[config.mk]
export PLATFORM = sky130hd
export DESIGN_NAME = value_entry
export DESIGN_NICKNAME = d
export VERILOG_FILES = /design/src/rtl/value_entry_pkg.sv /design/src/rtl/value_entry_button_conditioner.sv /design/src/rtl/value_entry.sv
export SDC_FILE = /design/constraint.sdc
export NUM_CORES = 1
export LEC_CHECK = 0
export BUFFER_PORTS_ARGS = -buffer_cell sky130_fd_sc_hd__buf_4
export CORE_ASPECT_RATIO = 1.75
export CORE_MARGIN = 1.5
export CORE_UTILIZATION = 52
export DETAILED_ROUTE_END_ITERATION = 12
export PLACE_DENSITY = 0.74
export SKIP_CTS_REPAIR_TIMING = 1
export SYNTH_ARGS = -nofsm -noshare
export SYNTH_HDL_FRONTEND = slang
export SYNTH_SLANG_ARGS = --single-unit
export TNS_END_PERCENT = 1
[constraint.sdc]
create_clock -name clk -period 4.42 [get_ports clk]
set_input_delay 0.442 -clock clk [delete_from_list [all_inputs] [get_ports clk]]
set_output_delay 0.442 -clock clk [all_outputs]
set_load 0.05 [all_outputs]
[src/rtl/value_entry_pkg.sv]
// Shared definitions for the value_entry push-button value editor:
// FSM state encoding and default parameter values.
package value_entry_pkg;

    typedef enum logic [1:0] {
        ST_IDLE = 2'd0,
        ST_EDIT = 2'd1,
        ST_HOLD = 2'd2
    } state_t;

    localparam int DEFAULT_WIDTH    = 5;
    localparam int DEFAULT_DB_COUNT = 250000;

endpackage

[src/rtl/value_entry_button_conditioner.sv]
// Conditions one raw push-button: 2-flop synchronizer, debouncer and
// rising-edge detector.
// Ports: clk, reset (async, active high), btn_raw (raw input),
//        pulse (one-cycle high on each debounced 0->1 transition).
module button_conditioner
    import value_entry_pkg::*;
#(
    parameter int DB_COUNT = DEFAULT_DB_COUNT
) (
    input  logic clk,
    input  logic reset,
    input  logic btn_raw,
    output logic pulse
);

    localparam int CW = $clog2(DB_COUNT + 1);

    logic          sync1_q;
    logic          sync2_q;
    logic          stable_q;
    logic          stable_d;
    logic          prev_q;
    logic [CW-1:0] cnt_q;
    logic [CW-1:0] cnt_d;

    // The count runs only while the synchronized input disagrees with the
    // accepted level; any agreement (a bounce back) restarts it.
    always_comb begin
        stable_d = stable_q;
        cnt_d    = '0;
        if (sync2_q != stable_q) begin
            if (cnt_q == CW'(DB_COUNT - 1)) begin
                stable_d = sync2_q;
            end else begin
                cnt_d = cnt_q + CW'(1);
            end
        end
    end

    always_ff @(posedge clk or posedge reset) begin
        if (reset) begin
            sync1_q  <= 1'b0;
            sync2_q  <= 1'b0;
            stable_q <= 1'b0;
            prev_q   <= 1'b0;
            cnt_q    <= '0;
        end else begin
            sync1_q  <= btn_raw;
            sync2_q  <= sync1_q;
            stable_q <= stable_d;
            prev_q   <= stable_q;
            cnt_q    <= cnt_d;
        end
    end

    assign pulse = stable_q & ~prev_q;

endmodule

[src/rtl/value_entry.sv]
// Push-button value editor: up/down edit a WIDTH-bit value, enter commits
// it (enable held high), clear returns to idle.
// Ports: clk, reset (async, active high), btn_up/btn_down/btn_enter/
//        btn_clear (raw buttons), Data (current value), enable (committed
//        value held), editing (in EDIT).
module value_entry
    import value_entry_pkg::*;
#(
    parameter int DB_COUNT = DEFAULT_DB_COUNT,
    parameter int WIDTH    = DEFAULT_WIDTH
) (
    input  logic             clk,
    input  logic             reset,
    input  logic             btn_up,
    input  logic             btn_down,
    input  logic             btn_enter,
    input  logic             btn_clear,
    output logic [WIDTH-1:0] Data,
    output logic             enable,
    output logic             editing
);

    logic p_up;
    logic p_down;
    logic p_enter;
    logic p_clear;

    button_conditioner #(.DB_COUNT(DB_COUNT)) u_up (
        .clk(clk), .reset(reset), .btn_raw(btn_up), .pulse(p_up)
    );
    button_conditioner #(.DB_COUNT(DB_COUNT)) u_down (
        .clk(clk), .reset(reset), .btn_raw(btn_down), .pulse(p_down)
    );
    button_conditioner #(.DB_COUNT(DB_COUNT)) u_enter (
        .clk(clk), .reset(reset), .btn_raw(btn_enter), .pulse(p_enter)
    );
    button_conditioner #(.DB_COUNT(DB_COUNT)) u_clear (
        .clk(clk), .reset(reset), .btn_raw(btn_clear), .pulse(p_clear)
    );

    state_t           state_q;
    state_t           state_d;
    logic [WIDTH-1:0] value_q;
    logic [WIDTH-1:0] value_d;
    logic             enable_q;
    logic             enable_d;
    logic             editing_q;
    logic             editing_d;

    // Only the highest-priority pulse acts: clear > enter > up > down.
    logic act_enter;
    logic act_up;
    logic act_down;

    assign act_enter = p_enter & ~p_clear;
    assign act_up    = p_up & ~p_clear & ~p_enter;
    assign act_down  = p_down & ~p_clear & ~p_enter & ~p_up;

    always_comb begin
        state_d = state_q;
        value_d = value_q;
        case (state_q)
            ST_IDLE: begin
                value_d = '0;
                if (act_up) begin
                    state_d = ST_EDIT;
                    value_d = WIDTH'(1);
                end else if (act_down) begin
                    state_d = ST_EDIT;
                    value_d = '1;
                end
            end
            ST_EDIT, ST_HOLD: begin
                if (act_enter) begin
                    if (state_q == ST_EDIT) begin
                        state_d = ST_HOLD;
                    end
                end else if (act_up) begin
                    state_d = ST_EDIT;
                    value_d = value_q + WIDTH'(1);
                end else if (act_down) begin
                    state_d = ST_EDIT;
                    value_d = value_q - WIDTH'(1);
                end
            end
            default: begin
                state_d = ST_IDLE;
                value_d = '0;
            end
        endcase
        if (p_clear) begin
            state_d = ST_IDLE;
            value_d = '0;
        end
        enable_d  = (state_d == ST_HOLD);
        editing_d = (state_d == ST_EDIT);
    end

    always_ff @(posedge clk or posedge reset) begin
        if (reset) begin
            state_q   <= ST_IDLE;
            value_q   <= '0;
            enable_q  <= 1'b0;
            editing_q <= 1'b0;
        end else begin
            state_q   <= state_d;
            value_q   <= value_d;
            enable_q  <= enable_d;
            editing_q <= editing_d;
        end
    end

    assign Data    = value_q;
    assign enable  = enable_q;
    assign editing = editing_q;

endmodule
Word-level counts from Yosys, hierarchy flattened. Index checks and enable logic that the tools add are counted.

Add/subtract/negate cells: 6. Eq/ne operators: 14. Multiplexer cells: 21. Bitwise gates (word level): 17. Reduce and logical (&&, ||, !) cells: 7.

Operators by type and width (count): $mux W18 (8); $add A18 B1 Y18 const B (4); $eq A18 B18 Y1 const B (4); $mux W5 (6); $and A1 B1 Y1 (10); $mux W2 (5); $pmux W5 S2 (1); $reduce_and A2 Y1 (5); $not A1 Y1 (7); $add A5 B1 Y5 const B (1); $sub A5 B1 Y5 const B (1); $eq A2 B1 Y1 const B (2); $eq A2 B2 Y1 const B (2); $ne A1 B1 Y1 (4); $ne A4 B4 Y1 const B (1); $pmux W2 S2 (1); $ne A3 B3 Y1 const B (1); $logic_not A2 Y1 (1); $reduce_or A2 Y1 (1).

Register bits after elaboration: 97. Bits of input ports: 6. Output and inout port bits: 7. Logic and storage cells: 89.

Logic depth before layout (Yosys ltp).
Depth in word-level cells: 12. Depth in mapped cells: 9. Gate-level depth less buffers: 8.

By module. From an unflattened synthesis, not the netlist that was laid out.

Cell total of the unflattened synthesis: 487. Area total of the unflattened synthesis: 4959.8 µm².

By module, submodules not included: button_conditioner at u_clear ... (instances 3, cells an instance 106, area each 1087.3 µm², seq. area each 550.5 µm²); button_conditioner at u_down (instances 1, cells an instance 101, area each 1053.5 µm², seq. area each 550.5 µm²); value_entry (instances 1, cells an instance 68, area each 644.4 µm², seq. area each 225.2 µm²).

Worst setup path after synthesis. Ideal clock, no wire load.

Path type: flip-flop to flip-flop. Start point: register u_clear.stable_q. End point: register value_q[4] (netlist: Data[4]). Library setup time: 0.082 ns. Arrival time: 2.164 ns. Data required time: 4.338 ns. Setup slack: 2.174 ns. Stages on the path, launching flop included: 10. Buffers on the path: 1. Period minus slack after synthesis: 2.246 ns. Cells stage by stage: dfrtp_1 nor2b_1 buf_2 nor3_1 inv_1 fa_1 a21o_1 a21oi_1 xnor3_1 o22ai_1.

Longest elaborated chain between the ends: 9. Elaborated cells on any way between the ends: 17. Those cells by class: eq/ne: 2; mux: 6; bitwise: 8; reduce/logical: 1.

RTL lines: start, declared (RTL line value_entry_button_conditioner.sv:20) `logic stable_q;`; start signal, assigned (RTL line value_entry_button_conditioner.sv:50) `stable_q <= stable_d;`; $and A1 B1 Y1 * (RTL line value_entry_button_conditioner.sv:56) `assign pulse = stable_q & ~prev_q;`; $not A1 Y1 (RTL line value_entry.sv:55, value_entry.sv:56, value_entry.sv:57); $and A1 B1 Y1 (3 in a row) (RTL line value_entry.sv:57) `assign act_down = p_down & ~p_clear & ~p_enter & ~p_up;`; $mux W5 (RTL line value_entry.sv:68) `end else if (act_down) begin`; $mux W5 (RTL line value_entry.sv:65) `if (act_up) begin`; $pmux W5 S2 (RTL line value_entry.sv:62) `case (state_q)`; $mux W5 (RTL line value_entry.sv:91) `if (p_clear) begin`; end signal, assigned (RTL line value_entry.sv:107) `value_q <= value_d;`; end, declared (RTL line value_entry.sv:43) `logic [WIDTH-1:0] value_q;`.

Every way passes the cells marked *; elsewhere a longest branch is shown, timed or not. The select of a mux whose other input is x is not followed. A chain may end at the register's enable or synchronous reset.

Final worst setup path. Same ends and word-level chain as after synthesis.

==> metrics.txt <==
count of final max-slew check failures 0; RePlAce Congestion approximately 0.87; Yosys reg bits 97; DR iter-0 viols 218; Top delay family on crit path simple AND/OR/NAND/NOR gates; detailed-route wire length between 9000 and 10000 um; Worst slew margin 34.64%; Tmin final approximately 2600 ps; fill count between 800 and 900; Max Fanout on Critical Path 9; diodes inserted 0; vias in the first global route roughly 3500; fmax 0.3865 GHz; buffers plus inverters on the worst setup path 1; Placeable Area approximately 9100 um2; port bufs 12; final-report setup violation count 0; Tightest Pin Transition about 1000 ps; Leak roughly 0.0023 uW; Clock Tree Buf Depth 2; pin count of the biggest net entering global routing 50; endpoint class of the critical path register; Synth area leader dfrtp_1; WP data required between 4000 and 5000 ps; Rows 46; RSZ-0062 raised after global routing false; crit-path max cell delay 440 ps; clock skew around 6.4 ps; TNS Setup 0 ps; drt pass-1 iters 4; CTS HTree Levels 3; clk slew on worst S/H paths ~60 ps; initial antenna violation count 0; die footprint 9948 um2; DP HPWL 6595 um; fraction of layout cells with a size suffix above 1 8.554%; total track usage 20.34%; VDD IR-drop max approximately 0.00025 V; classification of the worst setup path register to register; final hold vios 0; Ys Warns 0; Antenna Nets Post-Route 0; CTS tree done; I/O pin count 13; Area Overhead vs Synth 10.21%; total power about 1700 uW; count of cell types in the netlist 46; max-capacitance violation count 0; Vias 3510; Post-synth EDFFs 0; Crit path arrival time roughly 2900 ps; top post-synthesis cells by area dfrtp_1 50%, xnor2_1 5.4%, nor2_1 5.3%; drt wl/cell between 15 and 20 um; status finished clean; Nets slightly above 500; TritonCTS Sinks 97; die span in x approximately 76 um; period utilization 58.53%; Final Instance Area 5350 um2; CP Cell Sequence nor2b_1 > nor3_1 > inv_1 > fa_1 > a21o_1 > a21oi_1 > xnor3_1 > o22ai_1; sequential-to-total area share from yosys stat between 50% and 60%; CTS buffer count 9; area share of the largest cell type after synthesis roughly half; later-pin clock latency in the skew report around 350 ps; Syn Nets ~500; Crit-path slowest cell fa_1; ys flop type dfrtp_1; Vias/cell 5.745; synthesized instance count 472; Die Y ~130 um; commonest non-fill, non-tap cells in the layout 97 x dfrtp_1, 68 x nor2_1, 33 x nand3_1; initial core utilization between 50% and 60%; placed inst area 5056 um2; pwr/cell area between 300 and 400 nW/um2; Startpoint Class register; remaining global-route overflow 0; Post-synth ARST share 100.0%; most common cell after layout, fill and taps aside dfrtp_1; root buffer cell clkbuf_16; mapped cell area a little under 5000 um2; Remaining DRCs 0; Hold Crit Class primary input to asynchronous set/reset pin; mean post-synth cell area around 10 um2; first-pass GRT wire length 16110 um
worst paths after layout:
| check | start | slack [ps] | depth (start not counted) | to |
|---|---|---|---|---|
| setup / recovery | u_clear.stable_q | 1830 | 8 | Data[4] |
| hold / removal | reset | 160 | 2 | u_clear.cnt_q[9] |
| setup reg to reg | u_clear.stable_q | 1830 | 8 | Data[4] |
| hold reg to reg | u_up.sync1_q | 350 | 0 | u_up.sync2_q |
| max in group asynchronous | reset | 3220 | 3 | u_down.cnt_q[15] |
| min in group clk | btn_clear | 200 | 1 | u_clear.sync1_q |
where the power goes:
part	switching, uW	total [uW]	leakage, uW	internal [uW]
logic	37.7	54.0	0.000837	16.4
clock network	336	774	0.000142	437
registers	11.1	911	0.00133	900
total	385	1740	0.00231	1350
area by class of cell:
type / instances / area, um2 / share of cell area, %
flip-flops and latches: 97 / 2427 / 45.37
multi-input cells: 347 / 2311 / 43.19
clock buffers: 9 / 225.2 / 4.210
well taps: 120 / 150.1 / 2.806
repair buffers: 13 / 97.59 / 1.824
inverters: 18 / 70.07 / 1.310
clock inverters: 7 / 68.82 / 1.286
metrics by stage:
step / cells / hold slack (ps) / util (%) / worst slack, ps
floorplan: 472 / 331.2 / - / 1444
global placement: 595 / 336.9 / 55.60 / 2029
detailed placement: 595 / 334.7 / 55.60 / 1920
CTS: 611 / 183.0 / 58.83 / 1875
global route: 611 / 195.5 / 58.83 / 1637
finish: 611 / 159.8 / 58.83 / 1833
flip-flops by register name, summed over array words and instances, names as in the netlist, 2 cells and up:
signal	count
u_enter.cnt_q	18
u_up.cnt_q	18
u_down.cnt_q	18
Data	5
state_q	2
u_clear.cnt_q	18
worst reg2reg max path: cells and delay by family, from the launching register on:
family	cells	cell delay, ps
and+or+nand+nor	2	690
adders and majority gates	1	440
buffers and inverters	1	220
DFF	1	420
xor gates and xnor gates	1	230
AOI/OAI and AO/OA	3	500
synthesized netlist by cell type (all sizes together) (5+ instances only):
| cell type | instances |
|---|---|
| a21oi | 22 |
| and4 | 6 |
| buf | 9 |
| dfrtp | 97 |
| ha | 11 |
| inv | 18 |
| nand2 | 26 |
| nand2b | 6 |
| nand3 | 33 |
| nand4 | 18 |
| nor2 | 68 |
| nor2b | 7 |
| nor3 | 9 |
| nor4 | 16 |
| o21ai | 5 |
| o31ai | 11 |
| or3 | 8 |
| or4 | 10 |
| xnor2 | 30 |
| xor2 | 25 |
metal layers:
metal,up-vias,global-route usage [%],part of all wire [%]
met5,-,0,0
met4,0,11.66,2.9
met3,23,3.472,2.0
met2,47,37.94,54
met1,1733,21.75,41
li1,1707,-,-
logic make-up after synthesis:
family	after synthesis	share of synthesized area, %
AOI/OAI and AO/OA	55	8.970
xor gates and xnor gates	56	10.39
adders and majority gates	12	3.247
buffers and inverters	28	2.397
DFF	97	50.00
muxes	4	0.9278
and+or+nand+nor	220	24.07
No activity file was read; power rests on OpenSTA's default activity.
